`config.mk`:
```
export PLATFORM = sky130hd
export DESIGN_NAME = debounce_sync
export DESIGN_NICKNAME = d
export VERILOG_FILES = /design/src/rtl/debounce_pkg.sv /design/src/rtl/sync_ff.sv /design/src/rtl/debounce_sync.sv
export SDC_FILE = /design/constraint.sdc
export NUM_CORES = 1
export LEC_CHECK = 0
export BUFFER_PORTS_ARGS = -buffer_cell sky130_fd_sc_hd__buf_2
export CORE_MARGIN = 2
export CORE_UTILIZATION = 35
export DETAILED_ROUTE_END_ITERATION = 10
export PLACE_DENSITY = 0.53
export REMOVE_ABC_BUFFERS = 1
export SYNTH_ARGS = -nofsm -noshare
export SYNTH_HDL_FRONTEND = slang
export SYNTH_SLANG_ARGS = --single-unit
```
`constraint.sdc`:
```
create_clock -name clk50m -period 5.1 [get_ports clk50m]
set_input_delay 1.02 -clock clk50m [delete_from_list [all_inputs] [get_ports clk50m]]
set_output_delay 1.02 -clock clk50m [all_outputs]
set_load 0.05 [all_outputs]
```
`src/rtl/debounce_pkg.sv`:
```
// Shared types and constants for the board-input debounce path.
// Holds the FSM state encoding and the saturating increment for the glitch counter.
package debounce_pkg;

    typedef enum logic [1:0] {
        S_LOW      = 2'd0,
        S_CHK_HIGH = 2'd1,
        S_HIGH     = 2'd2,
        S_CHK_LOW  = 2'd3
    } deb_state_t;

    localparam logic [7:0] GLITCH_MAX          = 8'hFF;
    localparam int         DEB_CYCLES_50M_10MS = 500_000;

    function automatic logic [7:0] glitch_sat_inc(input logic [7:0] v);
        logic [7:0] r;
        if (v == GLITCH_MAX) begin
            r = v;
        end else begin
            r = v + 8'd1;
        end
        return r;
    endfunction

endpackage

```
`src/rtl/sync_ff.sv`:
```
// Multi-stage synchroniser for an asynchronous single-bit board input.
// Reusable for any other raw input that has to enter the clk50m domain.
module sync_ff #(
    parameter int   STAGES  = 2,
    parameter logic RST_VAL = 1'b0
) (
    input  logic clk50m,
    input  logic rst_n,
    input  logic d,
    output logic q
);

    logic [STAGES-1:0] chain_q;

    // Shift chain; only the first stage ever sees the asynchronous input.
    always_ff @(posedge clk50m or negedge rst_n) begin
        if (!rst_n) begin
            chain_q <= {STAGES{RST_VAL}};
        end else begin
            chain_q <= {chain_q[STAGES-2:0], d};
        end
    end

    assign q = chain_q[STAGES-1];

endmodule

```
`src/rtl/debounce_sync.sv`:
```
// Synchronise and debounce a bouncing board input into a clean level.
// Also exposes a confirmation-in-progress flag and a saturating abort counter.
module debounce_sync
    import debounce_pkg::*;
#(
    parameter int   SYNC_STAGES     = 2,
    parameter int   DEBOUNCE_CYCLES = DEB_CYCLES_50M_10MS,
    parameter logic RST_VAL         = 1'b0
) (
    input  logic       clk50m,
    input  logic       rst_n,
    input  logic       in_raw,
    output logic       debounced,
    output logic       busy,
    output logic [7:0] glitch_cnt
);

    localparam int CNT_W = (DEBOUNCE_CYCLES > 1) ? $clog2(DEBOUNCE_CYCLES) : 1;
    localparam logic [CNT_W-1:0] CNT_LAST  = CNT_W'(DEBOUNCE_CYCLES - 1);
    localparam logic [CNT_W-1:0] CNT_ZERO  = {CNT_W{1'b0}};
    localparam deb_state_t       RST_STATE = RST_VAL ? S_HIGH : S_LOW;

    logic             sync_s;
    deb_state_t       state_q, state_d;
    logic [CNT_W-1:0] cnt_q, cnt_d;
    logic             deb_q, deb_d;
    logic             busy_q, busy_d;
    logic [7:0]       glitch_q, glitch_d;

    sync_ff #(
        .STAGES  (SYNC_STAGES),
        .RST_VAL (RST_VAL)
    ) u_sync (
        .clk50m (clk50m),
        .rst_n  (rst_n),
        .d      (in_raw),
        .q      (sync_s)
    );

    // Next state: a level change must persist for the full count; sync is tested before the count.
    always_comb begin
        state_d  = state_q;
        cnt_d    = cnt_q;
        deb_d    = deb_q;
        glitch_d = glitch_q;
        case (state_q)
            S_LOW: begin
                if (sync_s) begin
                    state_d = S_CHK_HIGH;
                    cnt_d   = CNT_ZERO;
                end else begin
                    state_d = S_LOW;
                end
            end
            S_CHK_HIGH: begin
                if (!sync_s) begin
                    state_d  = S_LOW;
                    cnt_d    = CNT_ZERO;
                    glitch_d = glitch_sat_inc(glitch_q);
                end else if (cnt_q == CNT_LAST) begin
                    state_d = S_HIGH;
                    deb_d   = 1'b1;
                end else begin
                    cnt_d = cnt_q + CNT_W'(1);
                end
            end
            S_HIGH: begin
                if (!sync_s) begin
                    state_d = S_CHK_LOW;
                    cnt_d   = CNT_ZERO;
                end else begin
                    state_d = S_HIGH;
                end
            end
            S_CHK_LOW: begin
                if (sync_s) begin
                    state_d  = S_HIGH;
                    cnt_d    = CNT_ZERO;
                    glitch_d = glitch_sat_inc(glitch_q);
                end else if (cnt_q == CNT_LAST) begin
                    state_d = S_LOW;
                    deb_d   = 1'b0;
                end else begin
                    cnt_d = cnt_q + CNT_W'(1);
                end
            end
            default: begin
                state_d = RST_STATE;
                cnt_d   = CNT_ZERO;
                deb_d   = RST_VAL;
            end
        endcase
        busy_d = (state_d == S_CHK_HIGH) || (state_d == S_CHK_LOW);
    end

    // State, counters and registered outputs.
    always_ff @(posedge clk50m or negedge rst_n) begin
        if (!rst_n) begin
            state_q  <= RST_STATE;
            cnt_q    <= CNT_ZERO;
            deb_q    <= RST_VAL;
            busy_q   <= 1'b0;
            glitch_q <= 8'h00;
        end else begin
            state_q  <= state_d;
            cnt_q    <= cnt_d;
            deb_q    <= deb_d;
            busy_q   <= busy_d;
            glitch_q <= glitch_d;
        end
    end

    assign debounced  = deb_q;
    assign busy       = busy_q;
    assign glitch_cnt = glitch_q;

endmodule

```
Word-level counts from Yosys, hierarchy flattened
Index checks and enable logic that the tools add are counted.

Eq/ne operators: 15. Mux-type cells: 22. Reductions and logical operators: 6. Add/sub/neg operators: 2.

Operators with widths (count): 19-bit 2-to-1 mux (5); 19-bit one-hot mux with 4 select lines (1); 8-bit 2-to-1 mux (3); 19-bit by 1-bit adder with 19-bit output (second input constant) (1); 19-bit equality test (second input constant) (1); 8-bit one-hot mux with 2 select lines (1); 2-bit != test (second input constant) (5); 8-bit by 1-bit adder with 8-bit output (second input constant) (1); 8-bit equality test (second input constant) (1); 2-bit 2-to-1 mux (4); 2-bit one-hot mux with 4 select lines (1); 2-bit equality test (second input constant) (3); 1-bit 2-to-1 mux (6); 2-bit by 1-bit != test with 1-bit output (second input constant) (3); 5-bit AND reduction (1); 2-bit by 1-bit equality test with 1-bit output (second input constant) (2); 3-bit AND reduction (1); 2-bit zero test (1); 1-bit one-hot mux with 2 select lines (1); 2-bit AND reduction (1); 2-bit nonzero test (1); 1-bit logical OR (1).

Word-level logic and storage cells: 51. Output and inout port bits: 10. Input bits: 3. Register bits: 33.

Logic depth before layout (Yosys ltp)
Gate-level depths: netlist (run 1).

Depth in word-level cells: 6. Mapped depth: 7. Depth with buffers taken out: 6.

Modules after synthesis
Synthesis (run 1) repeated with hierarchy kept, for this count alone.

Cell total of the unflattened synthesis: 162. Area, all modules: 1644.1 um^2.

By module, submodules not included: debounce_sync (times used 1, area an instance 1594.0 um^2, seq. area each 775.7 um^2, cells each 160); sync_ff (times used 1, area an instance 50.0 um^2, seq. area each 50.0 um^2, cells each 2).

Worst setup path after synthesis (run 1)
No wires, ideal clock.

Kind: register to register. From: register cnt_q[5]. To: register deb_q, in the netlist debounced. Buffers on the path: 1. Setup slack: 3087 ps. Data required time: 4974 ps. Data arrival time: 1887 ps. Period minus slack after synthesis: 2013 ps. Stages on the path, launching flop included: 7. Cell sequence: dfrtp_1 > or4b_4 > or3_4 > or2_1 > buf_6 > o31ai_2 > a21oi_1.

Word-level cells in the longest chain between the ends: 3.

Ends and longest elaborated chain: from (decl) (RTL line debounce_sync.sv:25) `logic [CNT_W-1:0] cnt_q, cnt_d;`; from (signal assigned) (RTL line debounce_sync.sv:106) `cnt_q <= cnt_d;`; 19-bit equality test (*) (RTL line debounce_sync.sv:60, debounce_sync.sv:80); 2-bit != test (no line); 5-bit AND reduction (no line) (*); to (signal assigned) (RTL line debounce_sync.sv:101) `deb_q <= RST_VAL;`; to (signal assigned) (RTL line debounce_sync.sv:107) `deb_q <= deb_d;`; to (decl) (RTL line debounce_sync.sv:26) `logic deb_q, deb_d;`.

Every way passes the cells marked *; elsewhere a longest branch is shown, timed or not. A chain may end at the register's enable or synchronous reset.

Worst setup path in the final report (run 1)
From: register cnt_q[5]. To: register cnt_q[1].

Word-level cells in the longest chain between the ends: 4.

Ends and longest elaborated chain (RTL line): 19-bit equality test (*) (debounce_sync.sv:60, debounce_sync.sv:80); 19-bit 2-to-1 mux (*); 19-bit 2-to-1 mux (on tied branches); 19-bit one-hot mux with 4 select lines (*).

Marked as above.

==> run_summary.xml, run 1 <==
<?xml version="1.0" encoding="UTF-8"?>
<metrics>
  <group name="run_status">
    <metric name="outcome" unit="">complete, no violations</metric>
  </group>
  <group name="synthesis">
    <metric name="synth_cells" unit="">165</metric>
    <metric name="syn-mean-instance-area" unit="um2">10.09</metric>
    <metric name="synth_edf_count" unit="">0</metric>
    <metric name="synth_top_flop_cell" unit="">sky130_fd_sc_hd__dfrtp_1</metric>
    <metric name="post-synth-top-count-cell" unit="">sky130_fd_sc_hd__dfrtp_1</metric>
    <metric name="synth_area" unit="um2">1665</metric>
    <metric name="netlist_top_cells_area" unit="">sky130_fd_sc_hd__dfrtp_1 50%, sky130_fd_sc_hd__xor2_1 4.2%, sky130_fd_sc_hd__nand4_1 4.1%</metric>
    <metric name="synth.lib_cells_used.distinct" unit="">43</metric>
    <metric name="synthArstFlopShare" unit="%">100.0</metric>
    <metric name="yosysTopAreaCellShare" unit="%">49.59</metric>
    <metric name="synthesis.yosys.warnings" unit="">0</metric>
    <metric name="synth_top_cells_by_count" unit="">33 x sky130_fd_sc_hd__dfrtp_1, 15 x sky130_fd_sc_hd__nor2_1, 13 x sky130_fd_sc_hd__nand2_1, 13 x sky130_fd_sc_hd__nand3_1, 11 x sky130_fd_sc_hd__nand4_1</metric>
    <metric name="synthDominantAreaCellType" unit="">sky130_fd_sc_hd__dfrtp_1</metric>
    <metric name="synth.ff_latch_count" unit="">33</metric>
    <metric name="sequential_area_share_after_synthesis" unit="%">49.59</metric>
  </group>
  <group name="worst_setup_path">
    <metric name="path_max_fanout" unit="">5</metric>
    <metric name="crit_path_max_incr_delay" unit="ns">0.55</metric>
    <metric name="timing.critical_path.cells" unit="">or4b_4 -&gt; or3_4 -&gt; or2_1 -&gt; mux2i_1 -&gt; o22ai_1</metric>
    <metric name="setup.worst_path.start_class" unit="">flip-flop</metric>
    <metric name="critPathArrivalTime" unit="ns">2.23</metric>
    <metric name="slowest_stage" unit="">sky130_fd_sc_hd__or4b_4</metric>
    <metric name="timing_worst_setup_path_type" unit="">reg -&gt; reg</metric>
    <metric name="worst_setup_path_end_kind" unit="">flip-flop</metric>
    <metric name="timing.critical_path.required" unit="ns">5.24</metric>
  </group>
  <group name="timing">
    <metric name="fin_worst_hold_slack" unit="ns">0.3510</metric>
    <metric name="post-route-min-period" unit="ns">2.088</metric>
    <metric name="slew_headroom" unit="%">51.33</metric>
    <metric name="final.setup.tns" unit="ns">0</metric>
    <metric name="worst_clock_skew" unit="ns">0.007723</metric>
    <metric name="worst-slew-pin-transition" unit="ns">0.7301</metric>
    <metric name="fmax" unit="MHz">479.0</metric>
    <metric name="rsz_0062_raised_after_global_routing" unit="">false</metric>
    <metric name="drv_slew" unit="">0</metric>
    <metric name="final.period_utilization" unit="%">40.93</metric>
    <metric name="setup_viol_count_final" unit="">0</metric>
    <metric name="timing_hold_violations_final" unit="">0</metric>
  </group>
  <group name="routing">
    <metric name="drc" unit="">0</metric>
    <metric name="wire_per_inst" unit="um">15.09</metric>
    <metric name="finalWirelength" unit="um">3516</metric>
    <metric name="total_vias_in_the_final_route" unit="">1290</metric>
    <metric name="detail_route.iter0.violations" unit="">136</metric>
    <metric name="avgViaCountPerCell" unit="">5.536</metric>
    <metric name="drt_pass1_iterations" unit="">4</metric>
    <metric name="antenna_violating_nets_post_route" unit="">0</metric>
  </group>
  <group name="clocking">
    <metric name="cts.htree.levels" unit="">2</metric>
    <metric name="clock-sinks" unit="">33</metric>
    <metric name="cts_resized" unit="">0</metric>
    <metric name="postCtsSetupRepairBufs" unit="">0</metric>
    <metric name="cts_root_buf" unit="">sky130_fd_sc_hd__clkbuf_8</metric>
    <metric name="cts_tree" unit="">yes</metric>
    <metric name="numCtsBuffers" unit="">5</metric>
    <metric name="cts.clk_slew.worst_paths" unit="ns">0.07</metric>
    <metric name="cts_max_path_buffers" unit="">2</metric>
    <metric name="cts_hold_repair.buffers" unit="">0</metric>
    <metric name="clk-insertion-delay-late" unit="ns">0.28</metric>
  </group>
  <group name="die">
    <metric name="die-width" unit="um">72.98</metric>
    <metric name="ios" unit="">13</metric>
    <metric name="core_area" unit="um2">4661</metric>
    <metric name="num_rows" unit="">25</metric>
    <metric name="fp.dieArea" unit="um2">5326</metric>
    <metric name="floorplan.die.height" unit="um">72.98</metric>
    <metric name="starting_density_of_the_core" unit="%">35.73</metric>
  </group>
  <group name="layout">
    <metric name="areaGrowthSynthToFinish" unit="%">11.65</metric>
    <metric name="finalNetCount" unit="">184</metric>
    <metric name="share_of_final_layout_standard_cells_stronger_than_drive_strength_1" unit="%">15.08</metric>
    <metric name="insertedDiodeCount" unit="">0</metric>
    <metric name="layout.filler_cells" unit="">459</metric>
  </group>
  <group name="place">
    <metric name="globalplace.congestion" unit="">0.8472</metric>
    <metric name="hpwl" unit="um">2483</metric>
    <metric name="port-buffer-count" unit="">12</metric>
  </group>
  <group name="grt">
    <metric name="number_of_global_route_vias_before_repair" unit="">1262</metric>
    <metric name="grt_first_pass_wirelength" unit="um">6175</metric>
    <metric name="number_of_antenna_violations_at_the_first_check_in_global_routing" unit="">0</metric>
    <metric name="grt_usage" unit="%">15.17</metric>
    <metric name="pin_count_of_the_biggest_net_entering_global_routing" unit="">34</metric>
    <metric name="gr-total-overflow" unit="">0</metric>
  </group>
  <group name="worst_hold_path">
    <metric name="worst_hold_path_type" unit="">reg -&gt; reg</metric>
  </group>
  <group name="power_and_ir_drop">
    <metric name="p_per_area" unit="nW/um2">384.2</metric>
    <metric name="comb_power_share" unit="%">22.3</metric>
    <metric name="power.switching_fraction" unit="%">34.23</metric>
    <metric name="vdd_ir_drop_max" unit="mV">0.2309</metric>
    <metric name="switchingPower" unit="uW">244.5</metric>
    <metric name="power.share.clock" unit="%">32.9</metric>
    <metric name="cellInternalPower" unit="uW">469.8</metric>
    <metric name="p_leak" unit="nW">0.8029</metric>
    <metric name="seqPwrFrac" unit="%">44.9</metric>
  </group>
  <group name="flow_run">
    <metric name="max_cap_violations" unit="">0</metric>
  </group>
</metrics>
[power groups by stage]
stage                     clock network (mW)  registers [mW]  logic (mW)
after CTS                              0.241           0.320       0.162
after floorplan                            0           0.398      0.0423
final                                  0.235           0.321       0.159
after global placement                     0           0.323       0.159
after detailed placement                   0           0.325       0.162
after global routing                   0.256           0.324       0.171
[cell type report]
type / instances / area (um2) / area share [%]
clock buffer: 5 / 68.82 / 3.701
timing repair buffer: 12 / 60.06 / 3.230
inverter: 3 / 11.26 / 0.6057
sequential: 33 / 825.8 / 44.41
tap: 54 / 67.56 / 3.634
multi-input combinational: 124 / 790.8 / 42.53
clock inverter: 2 / 35.03 / 1.884
[routing by layer]
metal,routed length (um),vias to the layer above,global-route usage (%)
li1,-,631,-
met1,1738,636,20.02
met2,1611,18,23.52
met3,114,5,4.420
met4,52,0,5.761
met5,0,-,0
[stage by stage]
step	util (%)	setup WS [ns]	cells	cell area [um2]	power [mW]
2_1_floorplan	-	3.129	160	1628	0.4404
3_3_place_gp	37.66	3.060	226	1755	0.4814
3_5_place_dp	37.66	3.010	226	1755	0.4866
4_1_cts	39.89	3.001	233	1859	0.7236
5_1_grt	39.89	2.869	233	1859	0.7517
6_report	39.89	3.012	233	1859	0.7143
[critical path, delay by kind of cell, from the launching register on]
kind | cells | cell delay [ns]
flops | 1 | 0.42
compound gates | 1 | 0.10
mux | 1 | 0.19
simple gates | 3 | 1.25
[final timing paths]
kind                            cells after the start               from                 to  slack (ns)
worst max register to register                      5           cnt_q[5]           cnt_q[1]        3.01
worst max-delay path                                5           cnt_q[5]           cnt_q[1]        3.01
worst min-delay path                                0  u_sync.chain_q[0]  u_sync.chain_q[1]        0.35
worst min register to register                      0  u_sync.chain_q[0]  u_sync.chain_q[1]        0.35
max in group asynchronous                           1              rst_n          cnt_q[12]        3.84
min in group asynchronous                           1              rst_n           cnt_q[2]        0.79
[cells in the final DEF (no fill, tap or decap), types with 4 or more instances in the layout]
master,instances
sky130_fd_sc_hd__clkbuf_8,5
sky130_fd_sc_hd__xnor2_1,6
sky130_fd_sc_hd__o21ai_1,4
sky130_fd_sc_hd__a21oi_1,7
sky130_fd_sc_hd__buf_2,12
sky130_fd_sc_hd__and3_1,4
sky130_fd_sc_hd__nand3_1,13
sky130_fd_sc_hd__xor2_1,8
sky130_fd_sc_hd__nand4_1,11
sky130_fd_sc_hd__o21ai_0,5
sky130_fd_sc_hd__nand2_1,13
sky130_fd_sc_hd__nor2_1,15
sky130_fd_sc_hd__dfrtp_1,33
[flip-flops by register name, indices dropped and copies added (netlist names)]
name            count
debounced           1
glitch_cnt          8
busy                1
state_q             2
cnt_q              19
u_sync.chain_q      2
[cell families (layout without fill, tap and decap cells)]
group,after synthesis,in the layout,synth area share [%]
AND/OR/NAND/NOR,71,71,22.62
flip-flops,33,33,49.59
AO/OA/AOI/OAI,32,32,12.47
XOR/XNOR,15,15,8.340
buffers and inverters,8,22,2.930
multiplexers,4,4,2.554
adder cells (fa/ha/maj),2,2,1.502
(Power assumes the default switching activity.)
==> run 2: changes to the inputs <==
Settings changed: ABC_AREA from default to 1.
Clock period 5.1 ns to 2 ns, I/O delays scaled along.
==> run 2 against run 1 <==
Combinational power grew to 2.5 times the previous value. Utilization is 1.2 points higher. Clock power grew to 2.6 times the previous value. Critical path type unchanged. Global-route usage is 0.52 points higher. Power grew to 2.5 times the previous value. Non-clock buffer count is 1 higher. Critical endpoint is now glitch_cnt[4]. Maximum frequency is 37% higher.
==> run_summary.xml, run 2 <==
<?xml version="1.0" encoding="UTF-8"?>
<metrics>
  <group name="grt">
    <metric name="grt_busiest_layer" unit="">met2</metric>
    <metric name="gr-total-overflow" unit="">0</metric>
    <metric name="number_of_antenna_violations_at_the_first_check_in_global_routing" unit="">0</metric>
    <metric name="gr-usage-met3" unit="%">3.034</metric>
    <metric name="grt_usage" unit="%">15.69</metric>
    <metric name="number_of_global_route_vias_before_repair" unit="">1680</metric>
    <metric name="grt.met2_usage" unit="%">25.17</metric>
    <metric name="grt_first_pass_wirelength" unit="um">7762</metric>
    <metric name="pin_count_of_the_biggest_net_entering_global_routing" unit="">34</metric>
    <metric name="globalRouteMet1Util" unit="%">21.24</metric>
  </group>
  <group name="place">
    <metric name="placedInstanceArea" unit="um2">2188</metric>
    <metric name="globalplace.congestion" unit="">0.8585</metric>
    <metric name="port-buffer-count" unit="">12</metric>
    <metric name="hpwl" unit="um">3284</metric>
    <metric name="post-place-cells" unit="">354</metric>
  </group>
  <group name="synthesis">
    <metric name="netlist_top_cells_area" unit="">sky130_fd_sc_hd__dfrtp_1 41%, sky130_fd_sc_hd__nand2_1 14%, sky130_fd_sc_hd__inv_1 6.1%</metric>
    <metric name="synth_area" unit="um2">2036</metric>
    <metric name="synthesis.yosys.warnings" unit="">0</metric>
    <metric name="synthDominantAreaCellType" unit="">sky130_fd_sc_hd__dfrtp_1</metric>
    <metric name="synth_cells" unit="">270</metric>
    <metric name="synth_edf_count" unit="">0</metric>
    <metric name="post-synth-top-count-cell" unit="">sky130_fd_sc_hd__nand2_1</metric>
    <metric name="sequential_area_share_after_synthesis" unit="%">40.57</metric>
    <metric name="synth_top_cells_by_count" unit="">74 x sky130_fd_sc_hd__nand2_1, 33 x sky130_fd_sc_hd__dfrtp_1, 33 x sky130_fd_sc_hd__inv_1</metric>
    <metric name="synth.ff_latch_count" unit="">33</metric>
    <metric name="yosysTopAreaCellShare" unit="%">40.57</metric>
    <metric name="synth.lib_cells_used.distinct" unit="">29</metric>
    <metric name="synth_top_flop_cell" unit="">sky130_fd_sc_hd__dfrtp_1</metric>
    <metric name="syn-mean-instance-area" unit="um2">7.540</metric>
    <metric name="synthArstFlopShare" unit="%">100.0</metric>
  </group>
  <group name="layout">
    <metric name="areaGrowthSynthToFinish" unit="%">12.60</metric>
    <metric name="largest_register_ffs" unit="">19</metric>
    <metric name="largest-register" unit="">cnt_q</metric>
    <metric name="layout_commonest_cell" unit="">sky130_fd_sc_hd__nand2_1</metric>
    <metric name="finish.utilization" unit="%">41.12</metric>
    <metric name="finalInstanceArea" unit="um2">2292</metric>
    <metric name="insertedDiodeCount" unit="">0</metric>
    <metric name="mostFrequentLayoutCells" unit="">74 x sky130_fd_sc_hd__nand2_1, 33 x sky130_fd_sc_hd__inv_1, 33 x sky130_fd_sc_hd__dfrtp_1</metric>
    <metric name="share_of_final_layout_standard_cells_stronger_than_drive_strength_1" unit="%">17.65</metric>
    <metric name="layout.filler_cells" unit="">605</metric>
    <metric name="finalNetCount" unit="">294</metric>
    <metric name="stdcell_count" unit="">361</metric>
  </group>
  <group name="clocking">
    <metric name="cts_max_path_buffers" unit="">2</metric>
    <metric name="cts_hold_repair.buffers" unit="">0</metric>
    <metric name="cts_tree" unit="">yes</metric>
    <metric name="cts.htree.levels" unit="">2</metric>
    <metric name="cts_root_buf" unit="">sky130_fd_sc_hd__clkbuf_8</metric>
    <metric name="numCtsBuffers" unit="">5</metric>
    <metric name="clock-sinks" unit="">33</metric>
    <metric name="clk-insertion-delay-late" unit="ns">0.28</metric>
    <metric name="cts.clk_slew.worst_paths" unit="ns">0.07</metric>
    <metric name="cts_resized" unit="">0</metric>
    <metric name="postCtsSetupRepairBufs" unit="">0</metric>
  </group>
  <group name="worst_setup_path">
    <metric name="setup.worst_path.start_class" unit="">flip-flop</metric>
    <metric name="path_max_fanout" unit="">10</metric>
    <metric name="worst_setup_path_end_kind" unit="">flip-flop</metric>
    <metric name="crit_path_max_incr_delay" unit="ns">0.43</metric>
    <metric name="cp_num_buf_inv" unit="">1</metric>
    <metric name="timing.critical_path.cells" unit="">ha_1 -&gt; nand3_2 -&gt; nor3_4 -&gt; nand3_1 -&gt; nand2_4 -&gt; inv_6 -&gt; nand2_1 -&gt; o21ai_1</metric>
    <metric name="critPathArrivalTime" unit="ns">1.69</metric>
    <metric name="slowest_stage" unit="">sky130_fd_sc_hd__dfrtp_1</metric>
    <metric name="critical_path.reg2reg.startpoint" unit="">glitch_cnt[1]</metric>
    <metric name="cp_top_family" unit="">simple AND/OR/NAND/NOR gates</metric>
    <metric name="timing_worst_setup_path_type" unit="">reg -&gt; reg</metric>
    <metric name="timing.critical_path.required" unit="ns">2.16</metric>
    <metric name="startpoint" unit="">glitch_cnt[1]</metric>
  </group>
  <group name="routing">
    <metric name="total_vias_in_the_final_route" unit="">1696</metric>
    <metric name="drt_pass1_iterations" unit="">4</metric>
    <metric name="drc" unit="">0</metric>
    <metric name="wire_per_inst" unit="um">11.94</metric>
    <metric name="detail_route.iter0.violations" unit="">99</metric>
    <metric name="antenna_violating_nets_post_route" unit="">0</metric>
    <metric name="finalWirelength" unit="um">4310</metric>
    <metric name="avgViaCountPerCell" unit="">4.698</metric>
  </group>
  <group name="timing">
    <metric name="fmax" unit="MHz">653.9</metric>
    <metric name="rsz_0062_raised_after_global_routing" unit="">false</metric>
    <metric name="drv_slew" unit="">0</metric>
    <metric name="slew_headroom" unit="%">48.94</metric>
    <metric name="post-route-min-period" unit="ns">1.529</metric>
    <metric name="final.setup.tns" unit="ns">0</metric>
    <metric name="final.period_utilization" unit="%">76.46</metric>
    <metric name="worst_clock_skew" unit="ns">0.01018</metric>
    <metric name="worst-slew-pin-transition" unit="ns">0.7660</metric>
    <metric name="setup_viol_count_final" unit="">0</metric>
    <metric name="timing_hold_violations_final" unit="">0</metric>
  </group>
  <group name="run_status">
    <metric name="outcome" unit="">complete, no violations</metric>
  </group>
  <group name="die">
    <metric name="fp.dieArea" unit="um2">6442</metric>
    <metric name="floorplan.die.height" unit="um">80.27</metric>
    <metric name="num_rows" unit="">27</metric>
    <metric name="starting_density_of_the_core" unit="%">36.52</metric>
    <metric name="die-width" unit="um">80.27</metric>
    <metric name="ios" unit="">13</metric>
    <metric name="core_area" unit="um2">5574</metric>
  </group>
  <group name="power_and_ir_drop">
    <metric name="vdd_ir_drop_max" unit="mV">0.4552</metric>
    <metric name="post-layout-total-power" unit="mW">1.806</metric>
    <metric name="p_per_area" unit="nW/um2">787.7</metric>
    <metric name="p_leak" unit="nW">1.081</metric>
  </group>
  <group name="worst_hold_path">
    <metric name="worst_hold_path_type" unit="">in -&gt; async</metric>
  </group>
  <group name="flow_run">
    <metric name="max_cap_violations" unit="">0</metric>
  </group>
</metrics>
==> run 2: cells by family (layout without fill, tap and decap cells) <==
kind of cell | after synthesis | count (layout) | synth area share, %
compound gates | 19 | 19 | 5.347
fa+ha+maj | 2 | 2 | 1.229
flops | 33 | 33 | 40.57
buf+inv | 39 | 58 | 7.621
xor+xnor | 10 | 10 | 4.671
simple gates | 167 | 167 | 40.57
==> run 2: final cells by class <==
class	count	area, um2	share of cell area (%)
clock buffer	5	68.82	3.002
clock inverter	2	35.03	1.528
inverter	38	150.1	6.550
multi-input combinational	198	1055	46.02
sequential	33	825.8	36.03
tap	72	90.09	3.930
timing repair buffer	13	67.56	2.948
==> run 2: path summary, 6_finish.rpt <==
path	to	slack [ns]	depth (start not counted)
max	glitch_cnt[4]	0.47	8
min	cnt_q[15]	0.19	1
max reg2reg	glitch_cnt[4]	0.47	8
min reg2reg	u_sync.chain_q[1]	0.35	0
max in group asynchronous	cnt_q[12]	1.32	1
min in group clk50m	u_sync.chain_q[0]	0.21	1
==> run 2: where the power goes <==
group,total (mW),internal [mW],switching [mW]
registers,0.799,0.721,0.0779
clock network,0.609,0.362,0.247
logic,0.398,0.106,0.292
total,1.81,1.19,0.617
==> run 2: worst register-to-register path: cells and delay by family (launching register included) <==
family,cells,cell delay [ns]
simple gates,5,0.62
flops,1,0.43
fa+ha+maj,1,0.24
buf+inv,1,0.06
compound gates,1,0.05
==> run 2: metal layers <==
layer / up-vias / part of all wire [%] / wire, um
met3: 2 / 3.8 / 163
met5: - / 0 / 0
li1: 892 / - / -
met4: 0 / 1.0 / 43
met2: 24 / 44 / 1885
met1: 778 / 51 / 2217
==> run 2: per-stage QoR <==
| step | hold WS (ns) | setup slack, ns |
|---|---|---|
| floorplan | 0.1044 | 0.2172 |
| global placement | 0.3324 | 0.4920 |
| detailed placement | 0.3373 | 0.4808 |
| CTS | 0.2074 | 0.4672 |
| global route | 0.2065 | 0.3223 |
| finish | 0.1907 | 0.4708 |
==> run 3: changes to the inputs <==
Settings changed: PLACE_DENSITY 0.53 to 0.55.
Clock period 2 ns to 1.4 ns, I/O delays scaled along.
==> run 3 against run 2 <==
The run now ends with setup timing left. Worst hold slack got worse by 0.092 ns. Register-to-register slack got worse by 0.47 ns. Die area unchanged. Utilization increased by 7.0 points. Critical path depth decreased by 1. Via count increased by 8.4%. Worst setup slack got worse by 0.47 ns. Power increased by 45%. Combinational power increased by 100%. Wire length increased by 12%. Sequential share of layout area decreased by 4.9 points. Global-route usage increased by 1.6 points.
==> run_summary.xml, run 3 (synthesized netlist as in run 2, its figures left out) <==
<?xml version="1.0" encoding="UTF-8"?>
<metrics>
  <group name="clocking">
    <metric name="cts_tree" unit="">yes</metric>
    <metric name="numCtsBuffers" unit="">5</metric>
    <metric name="cts.clk_slew.worst_paths" unit="ns">0.07</metric>
    <metric name="clk-insertion-delay-late" unit="ns">0.29</metric>
    <metric name="clock-sinks" unit="">33</metric>
    <metric name="cts.htree.levels" unit="">2</metric>
    <metric name="cts_max_path_buffers" unit="">2</metric>
    <metric name="cts_root_buf" unit="">sky130_fd_sc_hd__clkbuf_8</metric>
  </group>
  <group name="worst_setup_path">
    <metric name="worst_setup_path_end_kind" unit="">flip-flop</metric>
    <metric name="critical_path.reg2reg.startpoint" unit="">glitch_cnt[1]</metric>
    <metric name="critPathArrivalTime" unit="ns">1.61</metric>
    <metric name="reg2reg_slack" unit="ns">-0.003</metric>
    <metric name="setup.worst_path.start_class" unit="">flip-flop</metric>
    <metric name="worst_r2r_path_depth" unit="">7</metric>
    <metric name="path_max_fanout" unit="">4</metric>
    <metric name="timing_worst_setup_path_type" unit="">reg -&gt; reg</metric>
    <metric name="worstReg2RegEnd" unit="">glitch_cnt[0]</metric>
    <metric name="timing.critical_path.required" unit="ns">1.60</metric>
  </group>
  <group name="timing">
    <metric name="fin_worst_hold_slack" unit="ns">0.09831</metric>
    <metric name="drv_slew" unit="">0</metric>
    <metric name="worst-slew-pin-transition" unit="ns">0.3804</metric>
    <metric name="post-route-min-period" unit="ns">1.403</metric>
    <metric name="fmax" unit="MHz">712.8</metric>
    <metric name="timing_hold_violations_final" unit="">0</metric>
    <metric name="setup_viol_count_final" unit="">1</metric>
    <metric name="final.period_utilization" unit="%">100.2</metric>
    <metric name="slew_headroom" unit="%">74.64</metric>
    <metric name="worst_clock_skew" unit="ns">0.004048</metric>
    <metric name="post-route-worst-setup-slack" unit="ns">-0.002968</metric>
    <metric name="rsz_0062_raised_after_global_routing" unit="">true</metric>
  </group>
  <group name="place">
    <metric name="post-place-cells" unit="">376</metric>
    <metric name="globalplace.congestion" unit="">0.9087</metric>
    <metric name="hpwl" unit="um">3608</metric>
    <metric name="dpl_worst_slack" unit="ns">-0.02150</metric>
    <metric name="port-buffer-count" unit="">12</metric>
  </group>
  <group name="layout">
    <metric name="share_of_final_layout_standard_cells_stronger_than_drive_strength_1" unit="%">36.45</metric>
    <metric name="mostFrequentLayoutCells" unit="">65 x sky130_fd_sc_hd__nand2_1, 31 x sky130_fd_sc_hd__inv_1, 29 x sky130_fd_sc_hd__buf_4</metric>
    <metric name="finish.utilization" unit="%">48.15</metric>
    <metric name="insertedDiodeCount" unit="">0</metric>
    <metric name="finalNetCount" unit="">325</metric>
    <metric name="largest_register_ffs" unit="">19</metric>
    <metric name="stdcell_count" unit="">393</metric>
    <metric name="largest-register" unit="">cnt_q</metric>
    <metric name="layout_commonest_cell" unit="">sky130_fd_sc_hd__nand2_1</metric>
    <metric name="areaGrowthSynthToFinish" unit="%">31.84</metric>
  </group>
  <group name="grt">
    <metric name="grt_usage" unit="%">17.28</metric>
    <metric name="gr-total-overflow" unit="">0</metric>
    <metric name="grt_first_pass_wirelength" unit="um">8604</metric>
    <metric name="pin_count_of_the_biggest_net_entering_global_routing" unit="">21</metric>
    <metric name="number_of_antenna_violations_at_the_first_check_in_global_routing" unit="">0</metric>
    <metric name="number_of_global_route_vias_before_repair" unit="">1809</metric>
  </group>
  <group name="worst_hold_path">
    <metric name="min_delay_worst_endpoint" unit="">u_sync.chain_q[0]</metric>
    <metric name="worst_hold_path_type" unit="">in -&gt; reg</metric>
    <metric name="whs_path_depth" unit="">1</metric>
    <metric name="hold_path.startpoint" unit="">in_raw</metric>
  </group>
  <group name="routing">
    <metric name="drc" unit="">0</metric>
    <metric name="antenna_violating_nets_post_route" unit="">0</metric>
    <metric name="route.met3.wl" unit="um">188</metric>
    <metric name="wl_met2" unit="um">2272</metric>
    <metric name="finalWirelength" unit="um">4823</metric>
    <metric name="avgViaCountPerCell" unit="">4.679</metric>
    <metric name="total_vias_in_the_final_route" unit="">1839</metric>
    <metric name="wire_per_inst" unit="um">12.27</metric>
    <metric name="detail_route.iter0.violations" unit="">86</metric>
    <metric name="drt-met1-wl" unit="um">2296</metric>
    <metric name="highest_layer" unit="">met4</metric>
    <metric name="drt_pass1_iterations" unit="">4</metric>
  </group>
  <group name="run_status">
    <metric name="outcome" unit="">finished, violations left</metric>
    <metric name="violated_checks" unit="">setup timing</metric>
  </group>
  <group name="die">
    <metric name="core_area" unit="um2">5574</metric>
    <metric name="num_rows" unit="">27</metric>
    <metric name="fp.dieArea" unit="um2">6442</metric>
    <metric name="floorplan.die.height" unit="um">80.27</metric>
    <metric name="ios" unit="">13</metric>
    <metric name="starting_density_of_the_core" unit="%">36.52</metric>
    <metric name="die-width" unit="um">80.27</metric>
  </group>
  <group name="power_and_ir_drop">
    <metric name="p_per_area" unit="nW/um2">978.4</metric>
    <metric name="post-layout-total-power" unit="mW">2.626</metric>
    <metric name="vdd_ir_drop_max" unit="mV">0.6527</metric>
    <metric name="p_leak" unit="nW">1.234</metric>
  </group>
  <group name="flow_run">
    <metric name="max_cap_violations" unit="">0</metric>
  </group>
</metrics>
## run 3: changes by cell type in the layout (fill, tap and decap cells not counted), moves of 3 or more
cell                      before  now
sky130_fd_sc_hd__nand3_2       3    7
sky130_fd_sc_hd__nand2_1      74   65
sky130_fd_sc_hd__buf_4         1   29
sky130_fd_sc_hd__dfrtp_1      33   25
sky130_fd_sc_hd__nor2_1       31   24
sky130_fd_sc_hd__dfrtp_2       0    8
sky130_fd_sc_hd__o21ai_1       6    9
sky130_fd_sc_hd__o21ai_0       5    2
sky130_fd_sc_hd__nand2_2       4   12
sky130_fd_sc_hd__nand3_1      24   18
sky130_fd_sc_hd__nor2_2        5   10
## run 3: worst max-delay path by stage
stage | startpoint | end | slack, ns | cells after the start
after floorplan | glitch_cnt[0] | glitch_cnt[6] | -0.38 | 8
after global placement | cnt_q[0] | cnt_q[2] | 0.007 | 8
after detailed placement | cnt_q[0] | cnt_q[2] | -0.02 | 8
after CTS | cnt_q[6] | cnt_q[2] | 0.003 | 8
after global routing | glitch_cnt[1] | glitch_cnt[6] | -0.07 | 8
final | glitch_cnt[1] | glitch_cnt[0] | -0.003 | 7
## run 3: power breakdown
part	total (mW)	switching (mW)	leakage [nW]	internal, mW
Sequential	1.12	0.0859	0.431	1.03
Clock	0.708	0.363	0.0450	0.345
Combinational	0.802	0.509	0.758	0.292
## run 3: metal layers
layer | vias up | track usage, %
met5 | - | 0
met4 | 0 | 5.593
met3 | 6 | 3.820
met2 | 26 | 27.58
met1 | 848 | 23.25
li1 | 959 | -
## run 3: area by class of cell
type                    count  area, um2
clock inverters             2      10.01
repair buffers             44      336.6
well taps                  72      90.09
inverters                  38      150.1
fillers                   562       2890
flip-flops and latches     33      835.8
clock buffers               6      72.57
multi-input cells         198       1189
## run 3: what timing repair did
action,in CTS,in global routing
hold buffers,1,0
pin swaps,4,14
setup endpoints to repair,7,29
buffers inserted,1,7
resized for setup,8,42
hold endpoints to repair,13,0
## run 3: metrics by stage
stage | TNS, ns | area (um2)
after floorplan | -2.889 | 2031
after global placement | 0 | 2366
after detailed placement | -0.06694 | 2366
after CTS | 0 | 2492
after global routing | -1.142 | 2684
final | -0.002968 | 2684
## run 3: worst max-delay path, stage by stage, from the launching register on
cell                      delay (ns)
sky130_fd_sc_hd__dfrtp_1        0.40
sky130_fd_sc_hd__ha_4           0.17
sky130_fd_sc_hd__nand3_4        0.09
sky130_fd_sc_hd__nor3_4         0.21
sky130_fd_sc_hd__nand3_2        0.11
sky130_fd_sc_hd__nand2_4        0.12
sky130_fd_sc_hd__buf_12         0.11
sky130_fd_sc_hd__xnor2_1        0.11
